File: src/rtl/count_game_ctrl.sv
// Round sequencer for the countdown reaction game: latches the start number,
// drives the countdown counter's load/start and display enable, judges the stop reaction, keeps score.
module count_game_ctrl #(
  parameter int unsigned WIN_WINDOW  = 300,
  parameter int unsigned RESULT_HOLD = 2000,
  parameter int unsigned NUM_MIN     = 3,
  parameter int unsigned NUM_MAX     = 7,
  parameter int unsigned TMR_W       = 12
) (
  input  logic       clk,
  input  logic       rst,
  input  logic       start_btn,
  input  logic       stop_btn,
  input  logic [2:0] sel_num,
  input  logic       over,
  output logic       cst,
  output logic       dzst,
  output logic [2:0] num,
  output logic       win,
  output logic       lose,
  output logic [3:0] score,
  output logic [2:0] state
);

  localparam int unsigned NUM_W   = 3;
  localparam int unsigned SCORE_W = 4;

  typedef enum logic [2:0] {
    IDLE   = 3'd0,
    LOAD   = 3'd1,
    RUN    = 3'd2,
    WINDOW = 3'd3,
    RESULT = 3'd4
  } state_e;

  state_e             state_q, state_d;
  logic [TMR_W-1:0]   timer_q, timer_d;
  logic [NUM_W-1:0]   num_q, num_d;
  logic [SCORE_W-1:0] score_q, score_d;
  logic               win_q, win_d;
  logic               lose_q, lose_d;
  logic               cst_q, cst_d;
  logic               dzst_q, dzst_d;
  logic               start_prev_q, start_prev_d;
  logic               stop_prev_q, stop_prev_d;

  logic               start_press_c;
  logic               stop_press_c;
  logic               num_ok_c;
  logic [SCORE_W-1:0] score_inc_c;

  // Single-cycle press pulses; history resets high so a held button never fires.
  assign start_press_c = start_btn & ~start_prev_q;
  assign stop_press_c  = stop_btn & ~stop_prev_q;
  assign num_ok_c      = (sel_num >= NUM_W'(NUM_MIN)) && (sel_num <= NUM_W'(NUM_MAX));
  assign score_inc_c   = (score_q == {SCORE_W{1'b1}}) ? score_q : score_q + SCORE_W'(1);

  always_comb begin
    state_d      = state_q;
    timer_d      = timer_q;
    num_d        = num_q;
    score_d      = score_q;
    win_d        = win_q;
    lose_d       = lose_q;
    start_prev_d = start_btn;
    stop_prev_d  = stop_btn;

    case (state_q)
      IDLE: begin
        win_d  = 1'b0;
        lose_d = 1'b0;
        if (start_press_c && num_ok_c) begin
          num_d   = sel_num;
          state_d = LOAD;
        end
      end
      LOAD: state_d = RUN;
      RUN: begin
        if (over && stop_press_c) begin
          state_d = RESULT;
          timer_d = '0;
          win_d   = 1'b1;
          lose_d  = 1'b0;
          score_d = score_inc_c;
        end else if (over) begin
          state_d = WINDOW;
          timer_d = '0;
        end else if (stop_press_c) begin
          state_d = RESULT;
          timer_d = '0;
          win_d   = 1'b0;
          lose_d  = 1'b1;
        end
      end
      WINDOW: begin
        if (stop_press_c && (timer_q < TMR_W'(WIN_WINDOW))) begin
          state_d = RESULT;
          timer_d = '0;
          win_d   = 1'b1;
          lose_d  = 1'b0;
          score_d = score_inc_c;
        end else if (timer_q == TMR_W'(WIN_WINDOW - 1)) begin
          state_d = RESULT;
          timer_d = '0;
          win_d   = 1'b0;
          lose_d  = 1'b1;
        end else begin
          timer_d = timer_q + TMR_W'(1);
        end
      end
      RESULT: begin
        if (timer_q == TMR_W'(RESULT_HOLD - 1)) begin
          state_d = IDLE;
          timer_d = '0;
          win_d   = 1'b0;
          lose_d  = 1'b0;
        end else begin
          timer_d = timer_q + TMR_W'(1);
        end
      end
      default: begin
        state_d = IDLE;
        timer_d = '0;
        win_d   = 1'b0;
        lose_d  = 1'b0;
      end
    endcase

    // Counter/display controls follow the state being entered so they register with it.
    cst_d  = (state_d == RUN) || (state_d == WINDOW);
    dzst_d = (state_d != IDLE);
  end

  always_ff @(posedge clk) begin
    if (!rst) begin
      state_q      <= IDLE;
      timer_q      <= '0;
      num_q        <= '0;
      score_q      <= '0;
      win_q        <= 1'b0;
      lose_q       <= 1'b0;
      cst_q        <= 1'b0;
      dzst_q       <= 1'b0;
      start_prev_q <= 1'b1;
      stop_prev_q  <= 1'b1;
    end else begin
      state_q      <= state_d;
      timer_q      <= timer_d;
      num_q        <= num_d;
      score_q      <= score_d;
      win_q        <= win_d;
      lose_q       <= lose_d;
      cst_q        <= cst_d;
      dzst_q       <= dzst_d;
      start_prev_q <= start_prev_d;
      stop_prev_q  <= stop_prev_d;
    end
  end

  assign cst   = cst_q;
  assign dzst  = dzst_q;
  assign num   = num_q;
  assign win   = win_q;
  assign lose  = lose_q;
  assign score = score_q;
  assign state = state_q;

endmodule

File: config.mk
export PLATFORM = sky130hd
export DESIGN_NAME = count_game_ctrl
export DESIGN_NICKNAME = d
export VERILOG_FILES = /design/src/rtl/count_game_ctrl.sv
export SDC_FILE = /design/constraint.sdc
export NUM_CORES = 1
export LEC_CHECK = 0
export CAP_MARGIN = 20
export CORE_ASPECT_RATIO = 1.1
export CORE_MARGIN = 8
export CORE_UTILIZATION = 58
export DETAILED_ROUTE_END_ITERATION = 10
export PLACE_DENSITY_LB_ADDON = 0.25
export SLEW_MARGIN = 10
export SYNTH_ARGS = -nofsm -noshare
export SYNTH_HDL_FRONTEND = slang
export SYNTH_SLANG_ARGS = --single-unit
File: constraint.sdc
create_clock -name clk -period 3.75 [get_ports clk]
set_input_delay 0.5625 -clock clk [delete_from_list [all_inputs] [get_ports clk]]
set_output_delay 0.5625 -clock clk [all_outputs]
set_load 0.1 [all_outputs]
After elaboration in Yosys (flattened, before gate mapping)
Cells that the tools add are included.
Operators by class
  add/subtract/negate cells: 2
  bitwise logic cells: 6
  reduce and logical (&&, ||, !) cells: 13
  order comparisons: 3
  equal/unequal tests: 16
  multiplexer cells: 32
Operator list (count)
  $mux 12: 6
  $pmux 12 s4: 1
  $mux 3: 7
  $pmux 3 s5: 1
  $add 12x1->12 const B: 1
  $eq 12x11->1 const B: 1
  $eq 12x9->1 const B: 1
  $eq 3x2->1 const B: 4
  $lt 12x9->1 const B: 1
  $mux 4: 3
  $mux 1: 11
  $ne 3x3->1 const B: 3
  $pmux 1 s4: 2
  $pmux 4 s2: 1
  $ne 2x2->1 const B: 3
  $reduce_and 5->1: 1
  $add 4x1->4 const B: 1
  $eq 4x4->1 const B: 1
  $logic_and 1x1->1: 4
  $ne 4x4->1 const B: 1
  $not 1->1: 4
  $reduce_and 2->1: 2
  $eq 3x1->1 const B: 1
  $eq 3x3->1 const B: 1
  9 further kinds: 10
Word-level totals
  input bits: 8
  output and inout port bits: 14
  register bits after elaboration: 28
  word-level logic and storage cells: 82

Depth between registers and ports, before layout
  depth after elaboration: 8
  mapped depth: 7
  gate-level depth less buffers: 6

Worst setup path before layout
Ideal clock, no wire load.
  path kind: register to register
  start point: reg state_q[2], in the netlist state[2]
  end point: reg timer_q[8]
  library setup time: 119 ps
  period minus slack after synthesis: 2329 ps
  cell stages (with the launch flop): 6
  data arrival time: 2210 ps
  path slack: 1421 ps
  cell sequence: dfxtp_1 -> inv_1 -> clkbuf_1 -> a2111oi_0 -> xnor2_1 -> nor2_4
Between the ends
  word-level cells in the longest chain between the ends: 4
  elaborated cells between the ends (all ways): 10
  classes of those cells: 5 x eq/ne; 1 x mux; 1 x bitwise; 3 x reduce/logical
RTL lines
  start: declaration: RTL line 36  | state_e state_q, state_d;
  start signal: assignment: RTL line 147  | state_q <= state_d;
  parallel branches: the longest is 4 deep, another holds $pmux 12 s4
  end signal: assignment: RTL line 148  | timer_q <= timer_d;
  end: declaration: RTL line 37  | logic [TMR_W-1:0] timer_q, timer_d;
Parallel ways; which one is timed is not known.
A chain may end at the register's enable or synchronous reset.

Worst setup path after layout
  start point: reg state_q[0], in the netlist state[0]
  end point: out state[0]
RTL lines
  end: declaration: RTL line 22  | output logic [2:0] state
No word-level cell between the ends.

==> qor.txt <==
Cells on worst reg2reg path: 5
Clock slew at reported path FFs: 0.14 ns
Unrepaired setup endpoints after global routing: false
Clock root buffer: clkbuf_4
R2r setup slk: 1.58 ns
# setup viols final: 0
CP startpoint kind: flip-flop
Post-synth EDFFs: 0
Grt total ovfl: 0
Deepest clock path buffer count: 2
Critical path type: flip-flop to output pin
Final net count: 191
Pin count of the biggest net entering global routing: 16
Critical path, cell by cell: clkdlybuf4s50_1
Most common cell in the netlist: dfxtp_1
Worst slack at placement: 1.12 ns
Worst setup path startpoint: state[0]
Largest stage delay on the critical path: 1.22 ns
Crit Path Max Fanout: 12
Slew Limit Fails: 0
Starting density of the core: 59.2%
Global Route met1 Usage: 15.3%
Vias in the first global route: 1221
Final hold vios: 0
DRT antenna net count: 0
Sequential-to-total area share from yosys stat: 35.4%
Fin crit share: 72.1%
Routed WL per cell: 14.7 microns
Sum of negative setup slack: 0 ns
Synth Cell Area: 1590 sq um
IO Count: 22
RD Place Congestion: 0.945
# H-tree levels: 1
Worst min-delay path class: flip-flop to flip-flop
Met3 Resource Use GR: 3.48%
CP max-delay cell: clkdlybuf4s50_1
Cts repair resizes: 0
Tot Pwr: 528 uW
Top cell type's share of synthesized area: 35.4%
Outcome: completed
Cell taking the most area after synthesis: dfxtp_1
DRT Pass-1 Iters: 4
Clk Latency, worst-skew pair: 0.32 ns
Layout area overhead: 13.7%
Max Clock Freq: 370 MHz
Clock sink total: 28
Post-synthesis register bit count: 28
M2 GR Usage: 23.5%
Routed vias: 1259
CTS tree: done
Avg Cell Area, Syn: 9.79 sq um
Critical path endpoint category: output pin
Antenna violations before repair: 0
Num CTS Buffers: 3
First-pass GRT wire length: 5300 microns
DRT Wirelength: 3130 microns
Worst path buffer plus inverter count: 1
GRT Max-Usage Layer: met2
Area contributors post-synth: dfxtp_1 35%, nor2_4 7.1%, xnor2_1 6.1%
Minimum clock period: 2.70 ns
Die Wd: 65.8 microns
Yosys warning total: 0
Synthesized net count: 172
# Max-Cap Violations: 0
Maximum vdd drop: 0.300 mV
Worst reg2reg path startpoint: timer_q[3]
Die ar.: 4660 sq um
Setup bufs post-CTS: 0
WP depth: 1
Worst EP arrival: 2.14 ns
Relative slew slack: 34.2%
Routed vias/inst: 5.91
# port buffers: 21
Hpwl dp: 2430 microns
Layout cells sized above 1: 14.4%
Synth cell count leaders: 28 x dfxtp_1, 15 x nand2_1, 11 x nor2_1, 11 x xnor2_1, 10 x nor2_4
Ys flop type: dfxtp_1
FFs w/ async S/R, synth: 0%
R2r endpoint: timer_q[0]
Drc violations: 0
Required @ worst endpoint: 3.19 ns
Critical path's top delay family: buffers and inverters
Final clock skew: 0.00305 ns
Leakage power: 0.000594 uW
Power density over the cells: 293 nW/um^2
Die Y: 70.8 microns
Worst setup path endpoint: state[0]
Final core utilization: 67.3%
Initial drt markers: 56
Post-synthesis cell count: 162
GRT Resource Usage Total: 13.8%
Core ar.: 2680 sq um
Worst-Margin Slew: 0.983 ns
# rows: 20
# hold bufs at CTS: 0
Unique masters post-synth: 50
Antenna diode count: 0
Final worst slack: 1.05 ns
power breakdown:
| part | total [uW] | switching (uW) | internal, uW |
|---|---|---|---|
| Combinational | 75.5 | 50.9 | 24.7 |
| Clock | 147 | 87.4 | 59.4 |
| Sequential | 306 | 3.61 | 302 |
| Total | 528 | 142 | 386 |
flip-flops by register name, summed over array words and instances (netlist names):
name and cells:
score 4, dzst 1, lose 1, cst 1
start_prev_q 1, timer_q 12, win 1, state 3
num 3, stop_prev_q 1
cell usage in the layout (no fill, tap or decap), types with 2 or more instances in the layout:
| cell | instances |
|---|---|
| a211oi_1 | 5 |
| inv_1 | 5 |
| clkdlybuf4s50_1 | 21 |
| nor2_1 | 11 |
| clkbuf_4 | 3 |
| ha_1 | 2 |
| dfxtp_1 | 28 |
| nor2_4 | 10 |
| o21ai_0 | 2 |
| nand2b_1 | 4 |
| nand4_1 | 5 |
| nand3_1 | 4 |
| mux2i_1 | 6 |
| nand2_1 | 15 |
| a22oi_1 | 2 |
| xnor2_1 | 11 |
| a2111oi_0 | 5 |
| a31oi_1 | 2 |
| a21oi_1 | 4 |
| and3_1 | 2 |
| nor3_1 | 5 |
layer usage:
metal | share of wire, % | routed length [microns] | vias up
met3 | 4.5 | 141 | 6
met4 | 1.5 | 48 | 0
li1 | - | - | 633
met1 | 43 | 1340 | 595
met5 | 0 | 0 | -
met2 | 51 | 1600 | 25
per-stage QoR:
| stage | instance area, sq um | hold WS [ns] | cells |
|---|---|---|---|
| floorplan | 1590 | 0.499 | 162 |
| global placement | 1770 | 0.448 | 209 |
| detailed placement | 1770 | 0.459 | 209 |
| CTS | 1800 | 0.478 | 213 |
| global route | 1800 | 0.522 | 213 |
| finish | 1800 | 0.474 | 213 |
worst min-delay path by stage:
stage	from	endpoint	slack, ns	cells after the start
4_1_cts	num[2]	num[2]	0.48	2
2_1_floorplan	start_prev_q	num[2]	0.50	3
6_report	num[2]	num[2]	0.47	2
5_1_grt	lose	lose	0.52	2
3_3_place_gp	lose	lose	0.45	2
3_5_place_dp	num[2]	num[2]	0.46	2
cells by family (layout without fill, tap and decap cells):
group	Yosys count	in the layout	synth area share, %
compound gates	34	34	19.7
xor+xnor	11	11	6.08
fa+ha+maj	2	2	1.58
buf+inv	14	32	6.31
flops	28	28	35.4
mux	6	6	3.79
simple gates	67	67	27.2
area by class of cell:
cell class,instances,area (sq um)
flip-flops and latches,28,561
repair buffers,22,218
well taps,33,41.3
fillers,206,875
multi-input cells,120,925
clock buffers,4,36.3
inverters,6,22.5
(Power assumes the default switching activity.)
